### src/rtl/period_to_freq_div_pkg.sv
// period_to_freq_div_pkg: shared widths, counter/display constants and divider FSM states
package period_to_freq_div_pkg;
   localparam int DVND_W_DEF = 20;
   localparam int DVSR_W_DEF = 10;
   localparam int CLK_HZ     = 100_000_000;
   localparam int US_TICKS   = CLK_HZ / 1_000_000;
   localparam int BCD_DIGITS = 4;
   typedef enum logic [1:0] {IDLE, OP, LAST, DONE} state_t;
endpackage

### src/rtl/period_to_freq_div_div_step.sv
// div_step: one restoring shift-subtract iteration, purely combinational
module div_step
   import period_to_freq_div_pkg::*;
#(
   parameter int DVSR_W = DVSR_W_DEF
) (
   input  logic [DVSR_W-1:0] rmd_in,
   input  logic              msb,
   input  logic [DVSR_W-1:0] dvsr,
   output logic [DVSR_W-1:0] rmd_out,
   output logic              q_bit
);
   logic [DVSR_W:0] trial, diff;
   assign trial   = {rmd_in, msb};
   assign diff    = trial - {1'b0, dvsr};
   assign q_bit   = trial >= {1'b0, dvsr};
   assign rmd_out = DVSR_W'(q_bit ? diff : trial);
endmodule

### src/rtl/period_to_freq_div.sv
// period_to_freq_div: sequential unsigned divider turning a measured period into a frequency
module period_to_freq_div
   import period_to_freq_div_pkg::*;
#(
   parameter int DVND_W = DVND_W_DEF,
   parameter int DVSR_W = DVSR_W_DEF
) (
   input  logic              clk,
   input  logic              reset_n,
   input  logic              start,
   input  logic [DVND_W-1:0] dvnd,
   input  logic [DVSR_W-1:0] dvsr,
   output logic              ready,
   output logic              done_tick,
   output logic [DVND_W-1:0] quo,
   output logic [DVSR_W-1:0] rmd,
   output logic              dz_err
);
   localparam int CNT_W = $clog2(DVND_W);
   localparam logic [CNT_W-1:0] CNT_LAST = CNT_W'(DVND_W - 2);
   state_t            state, state_nxt;
   logic [DVND_W-1:0] dvnd_reg;
   logic [DVSR_W-1:0] dvsr_reg, rmd_work, rmd_nxt;
   logic [CNT_W-1:0]  cnt;
   logic              q_bit;
   div_step #(.DVSR_W(DVSR_W)) u_step (
      .rmd_in (rmd_work),
      .msb    (dvnd_reg[DVND_W-1]),
      .dvsr   (dvsr_reg),
      .rmd_out(rmd_nxt),
      .q_bit  (q_bit)
   );
   // state register
   always_ff @(posedge clk or negedge reset_n)
      if (!reset_n) state <= IDLE;
      else          state <= state_nxt;
   // next state: a zero divisor short-circuits to DONE after one OP cycle
   always_comb begin
      state_nxt = state;
      case (state)
         IDLE:    state_nxt = start ? OP : IDLE;
         OP:      state_nxt = (dvsr_reg == '0) ? DONE : (cnt == CNT_LAST) ? LAST : OP;
         LAST:    state_nxt = DONE;
         default: state_nxt = IDLE;
      endcase
   end
   // datapath: quotient bits shift into the dividend register; results publish only on entry to DONE
   always_ff @(posedge clk or negedge reset_n)
      if (!reset_n) begin
         dvnd_reg <= '0;
         dvsr_reg <= '0;
         rmd_work <= '0;
         cnt      <= '0;
         quo      <= '0;
         rmd      <= '0;
         dz_err   <= 1'b0;
      end else begin
         case (state)
            IDLE: if (start) begin
               dvnd_reg <= dvnd;
               dvsr_reg <= dvsr;
               rmd_work <= '0;
               cnt      <= '0;
               dz_err   <= 1'b0;
            end
            OP, LAST: if (dvsr_reg == '0) begin
               quo    <= '1;
               rmd    <= '0;
               dz_err <= 1'b1;
            end else begin
               dvnd_reg <= {dvnd_reg[DVND_W-2:0], q_bit};
               rmd_work <= rmd_nxt;
               cnt      <= cnt + CNT_W'(1);
               if (state == LAST) begin
                  quo <= {dvnd_reg[DVND_W-2:0], q_bit};
                  rmd <= rmd_nxt;
               end
            end
            default: ;
         endcase
      end
   assign ready     = state == IDLE;
   assign done_tick = state == DONE;
endmodule

### config.mk
export PLATFORM = sky130hd
export DESIGN_NAME = period_to_freq_div
export DESIGN_NICKNAME = d
export VERILOG_FILES = /design/src/rtl/period_to_freq_div_pkg.sv /design/src/rtl/period_to_freq_div_div_step.sv /design/src/rtl/period_to_freq_div.sv
export SDC_FILE = /design/constraint.sdc
export NUM_CORES = 1
export LEC_CHECK = 0
export BUFFER_PORTS_ARGS = -buffer_cell sky130_fd_sc_hd__buf_2
export CORE_ASPECT_RATIO = 1.2
export CORE_MARGIN = 1.5
export CORE_UTILIZATION = 40
export DETAILED_ROUTE_END_ITERATION = 7
export GPL_TIMING_DRIVEN = 0
export SLEW_MARGIN = 10
export SYNTH_ARGS = -nofsm -noshare
export SYNTH_HDL_FRONTEND = slang
export SYNTH_SLANG_ARGS = --single-unit
### constraint.sdc
create_clock -name clk -period 4.1 [get_ports clk]
set_clock_uncertainty 0.1 [all_clocks]
set_input_delay 0.41 -clock clk [delete_from_list [all_inputs] [get_ports clk]]
set_output_delay 0.41 -clock clk [all_outputs]
set_load 0.01 [all_outputs]
==> results.py, run 1 <==
metrics = {
    "global_route": {
        "grt_first_pass_wirelength_um": 14900,
        "grt.overflow.total": 0,
        "grt_max_degree": 50,
        "groute.layer.met1.usage_pct": 23.3,
        "antenna_found_initial": 0,
        "grtUsageTotal_pct": 18.8,
        "grt_pass1_vias": 3019,
        "met2_usage_pct": 32.2,
        "grt_most_used_layer": "met2",
        "grt_use_met3_pct": 5.28,
    },
    "cts": {
        "cts_tree": "built",
        "ctsRootBufferMaster": "clkbuf_8",
        "postCtsSetupBuffers": 0,
        "cts-resized-gates": 0,
        "hold_buffers": 1,
        "ctsHtreeMaxLevel": 3,
        "numCtsBuffers": 9,
        "clock-sinks": 78,
        "path_clk_slew_ns": 0.09,
        "cts_max_path_buffers": 2,
        "insertion_delay_ns": 0.36,
    },
    "worst_setup_path": {
        "cp.depth": 8,
        "r2r-start": "rmd_work[1]$_DFFE_PN0P_",
        "r2r-end": "rmd_work[6]$_DFFE_PN0P_",
        "cpPeakStageDelay_ns": 0.42,
        "cp_num_buf_inv": 1,
        "required_ns": 4.21,
        "cpLargestDelayFamily": "compound AO/OA/AOI/OAI gates",
        "critPathKind": "reg -> reg",
        "startpoint": "rmd_work[1]$_DFFE_PN0P_",
        "crit_arrival_ns": 2.73,
        "slowest_stage": "dfrtp_1",
        "rr_worst_depth": 8,
        "r2r_slack_ns": 1.49,
        "worst_setup_path_start_kind": "register",
        "worst-path-max-fanout": 10,
        "endpoint": "rmd_work[6]$_DFFE_PN0P_",
        "cp_cell_sequence": "ha_1 > o211ai_2 > a21oi_2 > o2111ai_2 > a41oi_4 > buf_6 > mux2i_1 > o22ai_1",
        "critPathCaptureType": "register",
    },
    "sta": {
        "hold_viol_final": 0,
        "min_period_ns": 2.61,
        "fmax_mhz": 383,
        "setup_viol": 0,
        "slew-limit-headroom_pct": 44.3,
        "worst_pin_slew_ns": 0.831,
        "slew_viol_final": 0,
        "layout_setup_ws_ns": 1.49,
        "setup_tns_ns": 0,
        "whs_ns": 0.181,
        "period_share_pct": 63.7,
        "rsz0062_at_grt": "false",
    },
    "layout": {
        "finalNonFillerCells": 560,
        "n_fill_cell": 873,
        "drive_above_1_share_pct": 25.0,
        "num-nets-final": 486,
        "num_antenna_cells": 0,
        "area_delta_synth_final_pct": 18.2,
    },
    "route": {
        "first_pass_iters": 4,
        "drt-total-wl_um": 8850,
        "drtIter0Drc": 145,
        "via_per_inst": 5.13,
        "via_count": 2872,
        "drc": 0,
        "antenna_left": 0,
        "post_drt_wl_per_cell_um": 15.8,
    },
    "place": {
        "port-buffer-count": 65,
        "pre_cts_ws_ns": 1.49,
        "dp_cells": 543,
        "hpwl_um": 6450,
        "place.gp.congestion": 0.835,
    },
    "synthesis": {
        "synth_most_common_cell": "dfrtp_1",
        "ys_types": 45,
        "async_flop_share_pct": 100,
        "ys_ff_latch": 78,
        "synth-edff-count": 0,
        "synthTopCellsByCount": "dfrtp_1, nand2_1, mux2i_1",
        "netlist_area_um2": 3830,
        "synth_ff_type": "dfrtp_1",
        "synth.avg_cell_area_um2": 10.7,
        "yosysSeqAreaShare_pct": 50.9,
        "yosys-top-cells-area": "dfrtp_1, mux2i_1, ha_1",
        "syn_nets": 408,
        "yosysTopAreaCellShare_pct": 50.9,
        "syn_inst": 357,
        "yosys_warnings": 0,
        "synth_top_cell_by_area": "dfrtp_1",
    },
    "power": {
        "cellLeakagePower_nw": 2.27,
        "pwr_density_cell_nw_per_um2": 894,
        "power_mw": 4.05,
        "ir_drop_v": 0.000340,
    },
    "floorplanning": {
        "io_pins": 66,
        "rows": 38,
        "core_area_um2": 9180,
        "die_h_um": 110,
        "die_w_um": 92.4,
        "start_util_pct": 41.8,
        "die_area_um2": 10200,
    },
    "status": {
        "outcome": "completed",
    },
    "run": {
        "cap_violations": 0,
    },
    "min_path": {
        "hp-class": "in -> reg",
    },
}
==> stage by stage <==
step                      util, %  cell area (um^2)
after floorplan                 -              3830
after global placement       46.9              4310
after detailed placement     47.3              4340
after CTS                    49.3              4530
after global routing         49.3              4530
final                        49.3              4530
==> cell families (layout without fill, tap and decap cells) <==
| family | after synthesis | after routing | synth area share [%] |
|---|---|---|---|
| XOR/XNOR | 10 | 10 | 2.29 |
| flip-flops | 78 | 78 | 50.9 |
| multiplexers | 38 | 38 | 10.3 |
| AO/OA/AOI/OAI | 96 | 96 | 16.9 |
| AND/OR/NAND/NOR | 83 | 83 | 9.63 |
| adder cells (fa/ha/maj) | 18 | 18 | 6.07 |
| buffers and inverters | 34 | 117 | 3.92 |
==> cell usage in the layout, fill, tap and decap left out, types with 4 or more instances in the layout <==
cell type and n:
mux2_2 11, clkbuf_8 9, ha_1 17, dfrtp_1 78
nand4_1 5, nor2_1 14, mux2i_1 27, a21oi_1 12
xor2_1 7, o21ai_1 20, nand2_1 48, o21ai_0 23
inv_1 16, o22a_1 20, nand2b_1 4, buf_2 74
==> worst reg2reg max path: stages, from the launching register on <==
cell	delay [ns]
dfrtp_1	0.42
ha_1	0.42
o211ai_2	0.10
a21oi_2	0.17
o2111ai_2	0.22
a41oi_4	0.32
buf_6	0.23
mux2i_1	0.36
o22ai_1	0.14
==> worst min path at each step <==
stage / slack, ns / from / end / cells past startpoint
global route: 0.17 / dvsr[6] / dvsr_reg[6]$_DFFE_PN0P_ / 2
floorplan: 0.01 / reset_n / cnt[0]$_DFFE_PN0P_ / 0
detailed placement: 0.27 / reset_n / dvsr_reg[0]$_DFFE_PN0P_ / 1
finish: 0.18 / dvsr[7] / dvsr_reg[7]$_DFFE_PN0P_ / 2
CTS: 0.17 / dvsr[5] / dvsr_reg[5]$_DFFE_PN0P_ / 2
global placement: 0.37 / quo[0]$_DFFE_PN0P_ / quo[0]$_DFFE_PN0P_ / 1
==> layer usage <==
metal | up-vias | wire (um)
met2 | 56 | 4320
met1 | 1396 | 3980
met3 | 9 | 403
met4 | 0 | 148
li1 | 1411 | -
met5 | - | 0
==> power by group <==
part           internal [mW]  switching, mW  total [mW]
clock network          0.227          0.319       0.547
registers               1.11          0.243        1.36
logic                  0.926           1.22        2.14
==> final cells by class <==
type / count / area [um^2] / area share, %
flip-flops and latches: 78 / 1950 / 43.1
multi-input cells: 245 / 1730 / 38.2
repair buffers: 67 / 365 / 8.07
well taps: 120 / 150 / 3.32
clock buffers: 9 / 124 / 2.74
plain buffers: 18 / 90.1 / 1.99
inverters: 16 / 60.1 / 1.33
clock inverters: 7 / 56.3 / 1.24
Power figures use the tool's default switching activity.
==> run 2, diff against run 1 <==
Clock period 4.1 ns to 2.5 ns, I/O delays scaled along.
==> run 2 against run 1 <==
- critical path depth increased by 2
- register-to-register slack lost 1.4 ns
- sequential power grew 65%
- wire length increased by 0.92%
- first-iteration DRC count rose by 11%
- cell area up 1.7%
- die area unchanged
- setup slack worse by 1.4 ns
- core utilization up 0.83 points
- critical path type unchanged
- critical endpoint is now rmd[8]$_DFFE_PN0P_
- largest cell class unchanged
==> results.py, run 2 (synthesized netlist as in run 1, its figures left out) <==
metrics = {
    "global_route": {
        "grt.overflow.total": 0,
        "grt_first_pass_wirelength_um": 15000,
        "antenna_found_initial": 0,
        "grt_max_degree": 50,
        "grtUsageTotal_pct": 18.9,
        "grt_pass1_vias": 3027,
    },
    "power": {
        "pwr_density_cell_nw_per_um2": 1510,
        "cellLeakagePower_nw": 2.27,
        "ir_drop_v": 0.000565,
    },
    "worst_setup_path": {
        "startpoint": "dvnd_reg[19]$_DFFE_PN0P_",
        "critPathCaptureType": "register",
        "required_ns": 2.61,
        "worst_setup_path_start_kind": "register",
        "crit_arrival_ns": 2.53,
        "r2r_slack_ns": 0.08,
        "critPathKind": "reg -> reg",
        "rr_worst_depth": 10,
        "worst-path-max-fanout": 3,
        "endpoint": "rmd[8]$_DFFE_PN0P_",
        "r2r-end": "rmd[8]$_DFFE_PN0P_",
        "r2r-start": "dvnd_reg[19]$_DFFE_PN0P_",
    },
    "sta": {
        "slew_viol_final": 0,
        "slew-limit-headroom_pct": 44.4,
        "min_period_ns": 2.42,
        "fmax_mhz": 414,
        "setup_viol": 0,
        "rsz0062_at_grt": "true",
        "worst_pin_slew_ns": 0.828,
        "hold_viol_final": 0,
        "period_share_pct": 96.6,
        "layout_setup_ws_ns": 0.0841,
    },
    "floorplanning": {
        "start_util_pct": 41.8,
        "die_h_um": 110,
        "die_w_um": 92.4,
        "rows": 38,
        "die_area_um2": 10200,
        "io_pins": 66,
        "core_area_um2": 9180,
    },
    "place": {
        "hpwl_um": 6450,
        "dp_cells": 543,
        "pre_cts_ws_ns": -0.107,
        "place.gp.congestion": 0.835,
        "placed_area_um2": 4340,
        "port-buffer-count": 65,
    },
    "layout": {
        "drive_above_1_share_pct": 27.4,
        "final_cell_mix": "dfrtp_1, buf_2, nand2_1, mux2i_1, o21ai_0",
        "num_antenna_cells": 0,
        "n_fill_cell": 860,
        "num-nets-final": 487,
        "multi_input_area_um2": 1790,
        "layout_commonest_cell": "dfrtp_1",
        "final_area_um2": 4600,
        "regArea_um2": 1950,
        "finalNonFillerCells": 561,
        "area_delta_synth_final_pct": 20.1,
        "postLayoutCoreUtil_pct": 50.2,
    },
    "cts": {
        "path_clk_slew_ns": 0.10,
        "cts_tree": "built",
        "ctsHtreeMaxLevel": 3,
        "clock-sinks": 78,
        "cts_max_path_buffers": 2,
        "insertion_delay_ns": 0.36,
        "ctsRootBufferMaster": "clkbuf_8",
        "numCtsBuffers": 9,
    },
    "route": {
        "via_per_inst": 5.16,
        "antenna_left": 0,
        "first_pass_iters": 4,
        "post_drt_wl_per_cell_um": 15.9,
        "via_count": 2895,
        "drc": 0,
        "drtIter0Drc": 161,
        "drt-total-wl_um": 8930,
    },
    "min_path": {
        "hold_depth": 2,
        "hp-class": "in -> reg",
    },
    "status": {
        "outcome": "completed",
    },
    "run": {
        "cap_violations": 0,
    },
}
-- run 2: area by class of cell --
cell class                 count  area share, %
buffer                        18           2.15
clock inverter                 7           1.22
clock buffer                   9           2.69
tap                          120           3.26
timing repair buffer          68           8.18
sequential                    78           42.4
inverter                      16           1.30
multi-input combinational    245           38.8
-- run 2: worst min path at each step --
stage / start / to
2_1_floorplan: reset_n / cnt[0]$_DFFE_PN0P_
3_3_place_gp: quo[0]$_DFFE_PN0P_ / quo[0]$_DFFE_PN0P_
3_5_place_dp: reset_n / dvsr_reg[0]$_DFFE_PN0P_
4_1_cts: dvsr[5] / dvsr_reg[5]$_DFFE_PN0P_
5_1_grt: dvsr[6] / dvsr_reg[6]$_DFFE_PN0P_
6_report: dvsr[5] / dvsr_reg[5]$_DFFE_PN0P_
-- run 2: per-stage QoR --
step / power, mW / hold WS (ns) / TNS (ns)
final: 6.93 / 0.0220 / 0
after global routing: 7.53 / 0.0126 / -0.174
after CTS: 6.84 / 0.0116 / 0
after detailed placement: 5.79 / 0.111 / -0.160
after global placement: 5.69 / 0.367 / -0.145
after floorplan: 4.80 / -0.146 / 0
-- run 2: per-layer routing --
layer | track usage, % | part of all wire (%)
met1 | 23.6 | 45
met2 | 32.0 | 49
met3 | 5.28 | 4.6
met4 | 5.38 | 1.5
met5 | 0 | 0
-- run 2: critical path, stage by stage (launching register included) --
cell and delay (ns):
dfrtp_1 0.40, inv_1 0.09, ha_1 0.16, inv_1 0.06, fa_1 0.43, a21o_1 0.18, a21oi_1 0.26, o211ai_1 0.14
xor2_1 0.15, mux2i_1 0.23, o21ai_1 0.09
-- run 2: power by group --
part           total (mW)  internal, mW  switching [mW]
clock network       0.894         0.373           0.521
registers            2.24          1.83           0.411
logic                3.80          1.73            2.07
total                6.93          3.93            3.01
-- run 2: what timing repair did --
item                                    4_1_cts  5_1_grt
pin swaps                                     1        3
hold buffers                                  1        0
resized for setup                             3       12
hold endpoints to repair                     29        0
buffers inserted                              1        0
endpoints found under the setup margin        4       15
